==> src/rtl/sprite_fetch_sched_pkg.sv <==
// Shared types and register map for the per-frame sprite fetch scheduler.
// Holds the FSM state type, register addresses, field offsets and sprite field width.
package sprite_fetch_sched_pkg;

  typedef enum logic [1:0] {
    ST_IDLE   = 2'd0,
    ST_LOCK   = 2'd1,
    ST_FETCH  = 2'd2,
    ST_COMMIT = 2'd3
  } fetch_state_t;

  localparam int ADDR_W = 6;
  localparam int DATA_W = 16;
  localparam int SPR_W  = 8;
  localparam int SEL_W  = 3;

  // PacMan sits at 0; ghosts follow at 8 with a 6-register stride.
  localparam int PACMAN_BASE   = 0;
  localparam int GHOST_BASE    = 8;
  localparam int GHOST_STRIDE  = 6;
  localparam int LOCK_ADDR_DEF = 32;

  localparam logic [1:0] FLD_X   = 2'd0;
  localparam logic [1:0] FLD_Y   = 2'd1;
  localparam logic [1:0] FLD_ROT = 2'd2;

  function automatic logic [ADDR_W-1:0] sprite_base(input logic [SEL_W-1:0] s);
    int b;
    if (s == '0) b = PACMAN_BASE;
    else         b = GHOST_BASE + GHOST_STRIDE * (int'(s) - 1);
    return b[ADDR_W-1:0];
  endfunction

endpackage

==> src/rtl/sprite_fetch_sched_shadow_buf.sv <==
// Staging + committed shadow storage for sprite x/y/rot, with atomic commit
// and a renderer-side select mux.
module sprite_shadow_buf
  import sprite_fetch_sched_pkg::*;
#(
  parameter int NUM_SPRITES = 5
) (
  input  logic             clk,
  input  logic             reset,
  input  logic             stg_we,
  input  logic [SEL_W-1:0] stg_sprite,
  input  logic [1:0]       stg_field,
  input  logic [SPR_W-1:0] stg_data,
  input  logic             commit,
  input  logic [SEL_W-1:0] spr_sel,
  output logic [SPR_W-1:0] spr_x,
  output logic [SPR_W-1:0] spr_y,
  output logic [SPR_W-1:0] spr_rot
);

  logic [SPR_W-1:0] stg_x [NUM_SPRITES];
  logic [SPR_W-1:0] stg_y [NUM_SPRITES];
  logic [SPR_W-1:0] stg_r [NUM_SPRITES];
  logic [SPR_W-1:0] shd_x [NUM_SPRITES];
  logic [SPR_W-1:0] shd_y [NUM_SPRITES];
  logic [SPR_W-1:0] shd_r [NUM_SPRITES];

  always_ff @(posedge clk or negedge reset) begin
    if (!reset) begin
      for (int i = 0; i < NUM_SPRITES; i++) begin
        stg_x[i] <= '0;
        stg_y[i] <= '0;
        stg_r[i] <= '0;
        shd_x[i] <= '0;
        shd_y[i] <= '0;
        shd_r[i] <= '0;
      end
    end else begin
      for (int i = 0; i < NUM_SPRITES; i++) begin
        if (stg_we && stg_sprite == SEL_W'(i)) begin
          case (stg_field)
            FLD_X:   stg_x[i] <= stg_data;
            FLD_Y:   stg_y[i] <= stg_data;
            FLD_ROT: stg_r[i] <= stg_data;
            default: ;
          endcase
        end
        // The shadow only ever changes here, so the renderer never sees a half-fetched frame.
        if (commit) begin
          shd_x[i] <= stg_x[i];
          shd_y[i] <= stg_y[i];
          shd_r[i] <= stg_r[i];
        end
      end
    end
  end

  always_comb begin
    spr_x   = '0;
    spr_y   = '0;
    spr_rot = '0;
    for (int i = 0; i < NUM_SPRITES; i++) begin
      if (spr_sel == SEL_W'(i)) begin
        spr_x   = shd_x[i];
        spr_y   = shd_y[i];
        spr_rot = shd_r[i];
      end
    end
  end

endmodule

==> src/rtl/sprite_fetch_sched.sv <==
// Per-frame sprite fetch scheduler: on vsync, checks the frame lock, reads every
// sprite's x/y/rot from the register file and commits them atomically to a shadow.
module sprite_fetch_sched
  import sprite_fetch_sched_pkg::*;
#(
  parameter int NUM_SPRITES = 5,
  parameter int LOCK_ADDR   = LOCK_ADDR_DEF
) (
  input  logic              clk,
  input  logic              reset,
  input  logic              vsync_start,
  input  logic              cpu_req,
  input  logic              cpu_we,
  input  logic [ADDR_W-1:0] cpu_addr,
  input  logic [DATA_W-1:0] cpu_wdata,
  output logic              cpu_gnt,
  output logic              cpu_rvalid,
  output logic [DATA_W-1:0] cpu_rdata,
  output logic [ADDR_W-1:0] reg_addr,
  output logic [DATA_W-1:0] reg_in,
  output logic              reg_we,
  input  logic [DATA_W-1:0] reg_out,
  input  logic [SEL_W-1:0]  spr_sel,
  output logic [SPR_W-1:0]  spr_x,
  output logic [SPR_W-1:0]  spr_y,
  output logic [SPR_W-1:0]  spr_rot,
  output logic              frame_done,
  output logic              frame_skip,
  output logic              overrun
);

  // CPU handshake: cpu_req is held until cpu_gnt; a grant performs the access
  // in that cycle, and a granted read returns data with cpu_rvalid one cycle later.

  localparam logic [SEL_W-1:0]  LAST_SPR = SEL_W'(NUM_SPRITES - 1);
  localparam logic [ADDR_W-1:0] LOCK_A   = ADDR_W'(LOCK_ADDR);

  fetch_state_t     state;
  logic             frame_pend;
  logic [SEL_W-1:0] fetch_spr;
  logic [1:0]       fetch_fld;
  logic             lock_busy;

  assign lock_busy  = (reg_out[SPR_W-1:0] != '0);
  assign cpu_gnt    = cpu_req && (state == ST_IDLE) && !frame_pend;
  assign frame_skip = (state == ST_LOCK) && lock_busy;

  // Fetcher owns the bus whenever it is addressing; the CPU only ever sees idle cycles.
  always_comb begin
    reg_addr = '0;
    reg_in   = '0;
    reg_we   = 1'b0;
    if (state == ST_LOCK) begin
      reg_addr = LOCK_A;
    end else if (state == ST_FETCH) begin
      reg_addr = sprite_base(fetch_spr) + {{(ADDR_W-2){1'b0}}, fetch_fld};
    end else if (cpu_gnt) begin
      reg_addr = cpu_addr;
      reg_in   = cpu_wdata;
      reg_we   = cpu_we;
    end
  end

  always_ff @(posedge clk or negedge reset) begin
    if (!reset) begin
      state      <= ST_IDLE;
      frame_pend <= 1'b0;
      overrun    <= 1'b0;
      fetch_spr  <= '0;
      fetch_fld  <= '0;
      cpu_rdata  <= '0;
      cpu_rvalid <= 1'b0;
      frame_done <= 1'b0;
    end else begin
      frame_done <= 1'b0;
      cpu_rvalid <= cpu_gnt && !cpu_we;
      if (cpu_gnt && !cpu_we) cpu_rdata <= reg_out;

      if (vsync_start) begin
        if (state == ST_IDLE && !frame_pend) frame_pend <= 1'b1;
        else                                 overrun    <= 1'b1;
      end

      case (state)
        ST_IDLE: begin
          if (frame_pend) begin
            state      <= ST_LOCK;
            frame_pend <= 1'b0;
          end
        end
        ST_LOCK: begin
          fetch_spr <= '0;
          fetch_fld <= '0;
          state     <= lock_busy ? ST_IDLE : ST_FETCH;
        end
        ST_FETCH: begin
          if (fetch_fld == FLD_ROT) begin
            fetch_fld <= FLD_X;
            if (fetch_spr == LAST_SPR) begin
              state      <= ST_COMMIT;
              frame_done <= 1'b1;
            end else begin
              fetch_spr <= fetch_spr + 1'b1;
            end
          end else begin
            fetch_fld <= fetch_fld + 1'b1;
          end
        end
        ST_COMMIT: state <= ST_IDLE;
        default:   state <= ST_IDLE;
      endcase
    end
  end

  sprite_shadow_buf #(
    .NUM_SPRITES(NUM_SPRITES)
  ) u_shadow_buf (
    .clk        (clk),
    .reset      (reset),
    .stg_we     (state == ST_FETCH),
    .stg_sprite (fetch_spr),
    .stg_field  (fetch_fld),
    .stg_data   (reg_out[SPR_W-1:0]),
    .commit     (state == ST_COMMIT),
    .spr_sel    (spr_sel),
    .spr_x      (spr_x),
    .spr_y      (spr_y),
    .spr_rot    (spr_rot)
  );

endmodule

==> config.mk <==
export PLATFORM = sky130hd
export DESIGN_NAME = sprite_fetch_sched
export DESIGN_NICKNAME = d
export VERILOG_FILES = /design/src/rtl/sprite_fetch_sched_pkg.sv /design/src/rtl/sprite_fetch_sched_shadow_buf.sv /design/src/rtl/sprite_fetch_sched.sv
export SDC_FILE = /design/constraint.sdc
export NUM_CORES = 1
export LEC_CHECK = 0
export CORE_ASPECT_RATIO = 0.5
export CORE_UTILIZATION = 60
export CTS_BUF_LIST = sky130_fd_sc_hd__clkbuf_8
export DETAILED_ROUTE_END_ITERATION = 10
export DONT_BUFFER_PORTS = 1
export GPL_TIMING_DRIVEN = 0
export PLACE_DENSITY_LB_ADDON = 0.2
export SLEW_MARGIN = 10
export SYNTH_ARGS = -nofsm -noshare
export SYNTH_HDL_FRONTEND = slang
export SYNTH_SLANG_ARGS = --single-unit
==> constraint.sdc <==
create_clock -name clk -period 4.2 [get_ports clk]
set_clock_uncertainty 0.2 [all_clocks]
set_input_delay 1.26 -clock clk [delete_from_list [all_inputs] [get_ports clk]]
set_output_delay 1.26 -clock clk [all_outputs]
set_load 0.01 [all_outputs]
==> results.json, run 1 <==
{
  "p_int_uw": 3932,
  "overflow": 0,
  "cap_violations": 0,
  "cts_hold_buf": 0,
  "r2r.worst_path.cells": 4,
  "status": "complete, but fails checks",
  "grt_max_degree": 268,
  "drt_iter0_markers": 434,
  "synth_enable_flop_cells": 0,
  "vias": 6992,
  "relSlewSlack": 0.5184,
  "share_seq_of_total_power": 0.548,
  "p_comb_frac": 0.090,
  "die_w_um": 200.2,
  "r2r_slack_ns": 1.92,
  "synth_top_area_cell": "dfrtp_1",
  "via_per_inst": 6.017,
  "finalCritPeriodShare": 1.079,
  "area_growth_pct": 10.33,
  "gr-usage-all-layers": 0.2796,
  "cts_tree": "yes",
  "max_freq_mhz": 220.7,
  "cp_max_fo": 3,
  "timing.rr.end": "u_shadow_buf.shd_r[7]",
  "gp_congestion": 0.9494,
  "synth_area_um2": 11790,
  "pwr_density_cell_nw_per_um2": 404.2,
  "synth_common_cells": "dfrtp_1 (267), mux2_2 (252), nor2_1 (30)",
  "cp-end-kind": "output port",
  "violations": "setup timing",
  "htree_levels": 2,
  "syn_area_per_cell_um2": 14.22,
  "tns_ns": -0.6129,
  "cp_cell_sequence": "inv_2, ha_4, xor2_4, buf_4, ha_4, inv_2, fa_1, inv_2, ha_4, xnor3_1, xnor2_1, nand3_1, nand2_2",
  "die_h_um": 101.1,
  "hold_violations": 0,
  "dp_hpwl_um": 18300,
  "slew_viol_final": 0,
  "clk_pin_slew_worst_paths_ns": 0.07,
  "layout-drive-gt1-share": 0.4295,
  "cts.sinks": 267,
  "preCtsSetupSlack_ns": -0.1423,
  "switchingPower_uw": 1326,
  "syn-instance-count": 829,
  "cts_buffers": 37,
  "synth_most_common_cell": "dfrtp_1",
  "routed_wl_um": 26900,
  "ir_worst_vdd_uv": 335.1,
  "synth_area_leaders": "dfrtp_1 (57%), mux2_2 (24%), mux2i_1 (1.9%)",
  "synth_cell_type_count": 49,
  "cp-start-kind": "flop",
  "post-route-min-period_ns": 4.531,
  "rsz0062_at_grt": "yes",
  "firstDrtPassIters": 6,
  "critPathKind": "flop to output port",
  "port_buffers": 0,
  "syn_nets": 893,
  "core_area_um2": 18830,
  "arrival_ns": 3.07,
  "wl_per_cell_um": 23.15,
  "synthFlopType": "dfrtp_1",
  "initial_utilization": 0.6261,
  "yosysSeqAreaShare": 0.5667,
  "synth.top_cell.area_share": 0.5667,
  "grt_pass1_wl_um": 42600,
  "ant_nets": 0,
  "r2r_start": "state[0]",
  "cp_num_buf_inv": 4,
  "setup_viol": 2,
  "async_reset_ff_frac": 1.000,
  "fin_nets": 942,
  "drcViolationCount": 0,
  "sw_frac_of_total": 0.2521,
  "place_area_um2": 12110,
  "fill_cells": 1288,
  "ctsRootBufferMaster": "clkbuf_8",
  "critPathMaxStageDelay_ns": 0.54,
  "clock_path_buffers": 3,
  "pwr-share-clk": 0.362,
  "worstMarginPinSlew_ns": 0.7224,
  "cp_slowest_cell": "fa_1",
  "yosys_warnings": 0,
  "dieArea_um2": 20250,
  "critical-path-top-delay-family": "adder cells",
  "antenna_found_initial": 2,
  "io_pins": 114,
  "ys_seq_elements": 267,
  "final_area_um2": 13010,
  "required_ns": 2.74,
  "grt_pass1_vias": 7406,
  "finish.utilization": 0.6908,
  "worstHoldPathType": "input port to asynchronous set/reset pin",
  "clk-insertion-delay-late_ns": 0.53,
  "fin_ws_ns": -0.3313,
  "p_leak_uw": 0.006471,
  "num_rows": 35
}
## worst max path at each step
stage | startpoint | endpoint | slack, ns | cells after the start
after global routing | fetch_spr[1] | reg_addr[5] | -0.46 | 13
after detailed placement | fetch_spr[0] | reg_addr[5] | -0.14 | 13
after floorplan | fetch_spr[0] | reg_addr[4] | 0.10 | 11
final | fetch_spr[1] | reg_addr[5] | -0.33 | 13
after CTS | fetch_spr[0] | reg_addr[5] | -0.34 | 13
after global placement | fetch_spr[0] | reg_addr[5] | -0.09 | 13
## routing by layer
metal / track usage / wire [um] / vias up
met5: 0 / 0 / -
met4: 0.08284 / 707 / 0
met3: 0.06852 / 1685 / 50
met2: 0.4191 / 11670 / 215
met1: 0.4085 / 12830 / 3653
li1: - / - / 3074
## cells in the final DEF (no fill, tap or decap), drive strengths merged, types with 18 or more instances in the layout
cell type  Yosys  layout
buf           30      40
a21oi         25      25
nor2          38      38
clkbuf        21      67
o22ai         20      20
mux2i         22      22
mux2         257     257
dfrtp        267     267
and3          18      18
a22oi         20      20
inv           17      32
## stage by stage
step           cells  power [uW]  hold WS [ns]
5_1_grt         1162        5466        0.2202
3_3_place_gp    1088        3365        0.2626
6_report        1162        5257        0.2419
4_1_cts         1158        5300        0.2171
3_5_place_dp    1088        3392        0.2729
2_1_floorplan    829        3269        0.2522
## cells by family after synthesis
kind of cell / after synthesis / share of synthesized area
AOI/OAI and AO/OA: 83 / 0.04340
xor gates and xnor gates: 6 / 0.005625
adders and majority gates: 18 / 0.02038
buffers and inverters: 69 / 0.02855
DFF: 267 / 0.5667
muxes: 283 / 0.2718
and+or+nand+nor: 103 / 0.06357
## sequential cells by signal, summed over array words and instances (netlist names), named ones only
signal and flops:
u_shadow_buf.shd_y 40, frame_done 1, fetch_spr 3, u_shadow_buf.shd_x 40, u_shadow_buf.stg_r 40, u_shadow_buf.stg_x 40, state 1, u_shadow_buf.shd_r 40
frame_pend 1, u_shadow_buf.stg_y 40, overrun 1, fetch_fld 2, cpu_rdata 16, cpu_rvalid 1
## final cells by class
type	instances	area [um^2]	area share
Sequential cell	267	6683	0.5138
Multi-Input combinational cell	493	4881	0.3752
Clock buffer	46	633.1	0.04867
Tap cell	259	324.1	0.02491
Buffer	51	271.5	0.02087
Timing Repair Buffer	10	75.07	0.005771
Inverter	18	71.32	0.005483
Clock inverter	16	63.81	0.004906
Antenna cell	2	5.005	0.0003848
## what timing repair did
action                                  CTS  global route
pin swaps                                10             7
endpoints found under the setup margin    2             8
setup buffers                             8             2
gates resized for setup                  17            10
## power groups by stage
stage	sequential (uW)	clock (uW)	combinational (uW)
3_5_place_dp	2920	0	469
4_1_cts	2880	1950	471
2_1_floorplan	2890	0	379
3_3_place_gp	2920	0	448
5_1_grt	2900	2060	511
6_report	2880	1910	473
Note: power is estimated with default switching activity, not from simulation.
==> run 2, diff against run 1 <==
--- a/config.mk
+++ b/config.mk
@@ -12,6 +12,7 @@
 export DONT_BUFFER_PORTS = 1
 export GPL_TIMING_DRIVEN = 0
 export PLACE_DENSITY_LB_ADDON = 0.2
+export REMOVE_ABC_BUFFERS = 1
 export SLEW_MARGIN = 10
 export SYNTH_ARGS = -nofsm -noshare
 export SYNTH_HDL_FRONTEND = slang
==> results.json, run 2 (synthesized netlist as in run 1, its figures left out) <==
{
  "status": "complete, but fails checks",
  "violations": "setup timing",
  "cp_slowest_cell": "fa_1",
  "clk-insertion-delay-late_ns": 0.50,
  "clk_pin_slew_worst_paths_ns": 0.07,
  "cp_max_fo": 3,
  "routed_wl_um": 24390,
  "gr-usage-all-layers": 0.2511,
  "pwr_density_cell_nw_per_um2": 401.6,
  "post-route-min-period_ns": 4.530,
  "cap_violations": 0,
  "layout-drive-gt1-share": 0.4188,
  "fin_nets": 891,
  "drt_iter0_markers": 344,
  "timing.rr.end": "u_shadow_buf.stg_y[4]",
  "r2r.worst_path.cells": 5,
  "cpMostUsedCell": "ha_4",
  "ant_nets": 0,
  "area_growth_pct": 8.055,
  "dieArea_um2": 20250,
  "preCtsSetupSlack_ns": -0.1662,
  "drcViolationCount": 0,
  "mostFrequentLayoutCells": "dfrtp_1 (265), mux2_2 (252), clkbuf_8 (42)",
  "max_freq_mhz": 220.8,
  "core_area_um2": 18830,
  "cp-end-kind": "output port",
  "p_int_uw": 3851,
  "required_ns": 2.74,
  "final_common_cell": "dfrtp_1",
  "p_leak_uw": 0.006303,
  "sw_frac_of_total": 0.2472,
  "grt_pass1_vias": 6993,
  "relSlewSlack": 0.4009,
  "fin_ws_ns": -0.3295,
  "cts_buffers": 38,
  "switchingPower_uw": 1265,
  "overflow": 0,
  "r2r_slack_ns": 1.60,
  "finalPower_uw": 5116,
  "fill_cells": 1347,
  "finish.utilization": 0.6765,
  "die_h_um": 101.1,
  "cp-start-kind": "flop",
  "r2r_start": "state[0]",
  "ir_worst_vdd_uv": 279.0,
  "gp_congestion": 0.8623,
  "setup_viol": 2,
  "die_w_um": 200.2,
  "cts_tree": "yes",
  "worstHoldPathType": "input port to asynchronous set/reset pin",
  "slew_viol_final": 0,
  "finalCritPeriodShare": 1.078,
  "num_rows": 35,
  "critPathKind": "flop to output port",
  "critPathMaxStageDelay_ns": 0.52,
  "firstDrtPassIters": 5,
  "worstMarginPinSlew_ns": 0.8967,
  "clock_path_buffers": 3,
  "share_seq_of_total_power": 0.562,
  "hold_violations": 0,
  "tns_ns": -0.5719,
  "cts.sinks": 267,
  "rsz0062_at_grt": "yes",
  "pwr-share-clk": 0.356,
  "arrival_ns": 3.07,
  "grt_max_degree": 268,
  "htree_levels": 2,
  "wl_per_cell_um": 22.00,
  "antenna_found_initial": 0,
  "io_pins": 114,
  "vias": 6613,
  "grt_pass1_wl_um": 38950,
  "ctsRootBufferMaster": "clkbuf_8",
  "via_per_inst": 5.963,
  "dp_hpwl_um": 14260,
  "cp_cell_sequence": "inv_4, ha_4, xor2_4, ha_4, ha_4, inv_2, fa_1, inv_2, ha_4, xnor3_1, xnor2_1, nand3_1, nand2_2",
  "diodes": 0,
  "hold_ws_ns": 0.2658,
  "initial_utilization": 0.6261,
  "p_comb_frac": 0.082,
  "port_buffers": 0
}
[run 2: critical path: cells and delay by family (launching register included)]
family | cells | cell delay, ns
XOR/XNOR | 3 | 0.53
buffers and inverters | 3 | 0.14
flip-flops | 1 | 0.40
adder cells (fa/ha/maj) | 5 | 1.25
AND/OR/NAND/NOR | 2 | 0.24
[run 2: final cells by class]
type	instances	area (um^2)	area share
flip-flops and latches	267	6684	0.5247
multi-input cells	493	4890	0.3838
clock buffers	42	578.1	0.04537
well taps	259	324.1	0.02544
repair buffers	9	107.6	0.008446
clock inverters	21	85.08	0.006678
inverters	18	71.32	0.005598
[run 2: timing repair]
item                       4_1_cts  5_1_grt
hold buffers                     0        0
buffers inserted                 6        1
hold endpoints to repair         0        0
gates cloned                     0        0
pin swaps                        6        7
resized for setup               13        7
setup endpoints to repair       30       19
[run 2: worst max-delay path by stage]
stage	slack [ns]	depth (start not counted)	start	endpoint
finish	-0.33	13	fetch_spr[0]	reg_addr[5]
global route	-0.45	13	fetch_spr[1]	reg_addr[5]
CTS	-0.36	13	fetch_spr[0]	reg_addr[5]
detailed placement	-0.17	13	fetch_spr[0]	reg_addr[5]
global placement	-1.48	2	state[0]	u_shadow_buf.shd_x[6]
floorplan	0.05	13	fetch_spr[0]	reg_addr[5]
[run 2: metal layers]
metal	vias up	global-route usage	wire, um
met5	-	0	0
met4	0	0.06213	325
met2	134	0.3910	11350
li1	2952	-	-
met3	28	0.04848	1000
met1	3499	0.3684	11720
[run 2: power by group through the flow]
stage	Combinational (uW)	Clock [uW]	Sequential [uW]
2_1_floorplan	342	0	2890
3_3_place_gp	396	0	2910
3_5_place_dp	413	0	2920
4_1_cts	416	1870	2880
5_1_grt	452	1990	2890
6_report	418	1820	2880
[run 2: through the flow]
| stage | instance area, um^2 | instances |
|---|---|---|
| floorplan | 11520 | 778 |
| global placement | 11850 | 1037 |
| finish | 12740 | 1109 |
| CTS | 12690 | 1108 |
| global route | 12740 | 1109 |
| detailed placement | 11930 | 1039 |
==> run 3, diff against run 2 <==
--- a/config.mk
+++ b/config.mk
@@ -6,8 +6,7 @@
 export NUM_CORES = 1
 export LEC_CHECK = 0
 export CORE_ASPECT_RATIO = 0.5
-export CORE_UTILIZATION = 60
-export CTS_BUF_LIST = sky130_fd_sc_hd__clkbuf_8
+export CORE_UTILIZATION = 57
 export DETAILED_ROUTE_END_ITERATION = 10
 export DONT_BUFFER_PORTS = 1
 export GPL_TIMING_DRIVEN = 0
==> results.json, run 3 (synthesized netlist as in run 1, its figures left out) <==
{
  "final_common_cell": "dfrtp_1",
  "fin_ws_ns": -0.3598,
  "rsz0062_at_grt": "yes",
  "grt_pass1_vias": 7078,
  "worstHoldPathType": "input port to asynchronous set/reset pin",
  "drcViolationCount": 0,
  "share_seq_of_total_power": 0.534,
  "ir_worst_vdd_uv": 328.7,
  "r2r_start": "state[0]",
  "area_growth_pct": 8.564,
  "routed_wl_um": 25200,
  "vias": 6623,
  "violations": "setup timing",
  "drt_iter0_markers": 460,
  "finish.utilization": 0.6444,
  "status": "complete, but fails checks",
  "timing.rr.end": "u_shadow_buf.stg_y[17]",
  "cts.sinks": 267,
  "worstMarginPinSlew_ns": 0.8460,
  "pwr-share-clk": 0.387,
  "slew_viol_final": 0,
  "core_area_um2": 19860,
  "antenna_found_initial": 0,
  "sw_frac_of_total": 0.2472,
  "ant_nets": 0,
  "cts_tree": "yes",
  "p_leak_uw": 0.006243,
  "dp_hpwl_um": 14650,
  "io_pins": 114,
  "p_comb_frac": 0.078,
  "die_w_um": 205.4,
  "p_int_uw": 4047,
  "grt_max_degree": 268,
  "port_buffers": 0,
  "clock_path_buffers": 3,
  "relSlewSlack": 0.4348,
  "cap_violations": 0,
  "cts_hold_buf": 0,
  "required_ns": 2.74,
  "critPathKind": "flop to output port",
  "diodes": 0,
  "num_rows": 36,
  "htree_levels": 1,
  "ctsRootBufferMaster": "clkbuf_16",
  "firstDrtPassIters": 4,
  "setup_viol": 2,
  "gr-usage-all-layers": 0.2460,
  "wl_per_cell_um": 22.99,
  "die_h_um": 103.7,
  "overflow": 0,
  "via_per_inst": 6.043,
  "max_freq_mhz": 219.3,
  "cp_max_fo": 4,
  "initial_utilization": 0.5935,
  "r2r_slack_ns": 1.55,
  "r2r.worst_path.cells": 5,
  "dieArea_um2": 21300,
  "final_area_um2": 12800,
  "place_area_um2": 11940,
  "preCtsSetupSlack_ns": -0.2088,
  "clk_pin_slew_worst_paths_ns": 0.07,
  "cp-end-kind": "output port",
  "arrival_ns": 3.10,
  "grt_pass1_wl_um": 40210,
  "pwr_density_cell_nw_per_um2": 420.0,
  "switchingPower_uw": 1329,
  "tns_ns": -0.6255,
  "mostFrequentLayoutCells": "dfrtp_1 (265), mux2_2 (252), nor2_1 (29)",
  "layout-drive-gt1-share": 0.4253,
  "cp-start-kind": "flop",
  "finalCritPeriodShare": 1.086,
  "cts_buffers": 24,
  "fin_nets": 877,
  "clk-insertion-delay-late_ns": 0.53,
  "post-route-min-period_ns": 4.560,
  "hold_violations": 0,
  "gp_congestion": 0.8447
}
[run 3: cell types whose count changed in the layout (fill, tap and decap cells not counted), moves of 2 or more]
cell        previous run  this run
clkbuf_1               0         2
clkbuf_16              0        24
clkbuf_8              42         3
clkinv_2               2         9
clkinvlp_4             0         5
ha_4                   6         4
inv_1                 32        13
[run 3: repair_timing]
item	in CTS	in global routing
pin swaps	6	1
buffers inserted	6	1
gates cloned	0	0
resized for setup	13	5
setup endpoints to repair	27	19
[run 3: per-stage QoR]
stage / total power (uW) / hold slack (ns) / cells
floorplan: 3232 / 0.2522 / 778
global placement: 3313 / 0.2614 / 1044
detailed placement: 3338 / 0.2764 / 1046
CTS: 5424 / 0.2169 / 1095
global route: 5575 / 0.2143 / 1096
finish: 5376 / 0.2354 / 1096
[run 3: final cells by class]
class,instances,area (um^2)
Clock buffer,29,649.4
Clock inverter,14,93.84
Fill cell,1454,7064
Inverter,18,71.32
Multi-Input combinational cell,493,4861
Sequential cell,267,6684
Tap cell,266,332.8
Timing Repair Buffer,9,107.6
[run 3: power groups by stage]
stage | logic (uW) | registers, uW | clock network (uW)
2_1_floorplan | 342 | 2890 | 0
3_3_place_gp | 401 | 2910 | 0
3_5_place_dp | 416 | 2920 | 0
4_1_cts | 419 | 2880 | 2130
5_1_grt | 462 | 2890 | 2220
6_report | 421 | 2870 | 2080
[run 3: worst max path at each step]
| stage | depth (start not counted) | to | slack, ns | startpoint |
|---|---|---|---|---|
| finish | 13 | reg_addr[5] | -0.36 | fetch_spr[1] |
| global route | 13 | reg_addr[5] | -0.51 | fetch_spr[1] |
| CTS | 13 | reg_addr[5] | -0.38 | fetch_spr[1] |
| detailed placement | 13 | reg_addr[5] | -0.21 | fetch_spr[0] |
| global placement | 2 | u_shadow_buf.shd_y[12] | -1.51 | state[0] |
| floorplan | 13 | reg_addr[5] | 0.05 | fetch_spr[0] |
[run 3: worst max-delay path, cell delays in order (launching register included)]
cell     delay [ns]
dfrtp_1        0.36
inv_2          0.08
ha_4           0.17
xor2_2         0.18
ha_1           0.30
ha_2           0.16
inv_2          0.03
fa_1           0.49
inv_2          0.05
ha_4           0.14
xnor3_1        0.20
xnor2_1        0.16
nand3_1        0.11
nand2_2        0.14
[run 3: per-layer routing]
layer	vias up	share of wire	global-route usage
li1	2924	-	-
met1	3545	0.46	0.3582
met2	122	0.47	0.3926
met3	32	0.054	0.04091
met4	0	0.013	0.04815
met5	-	0	0
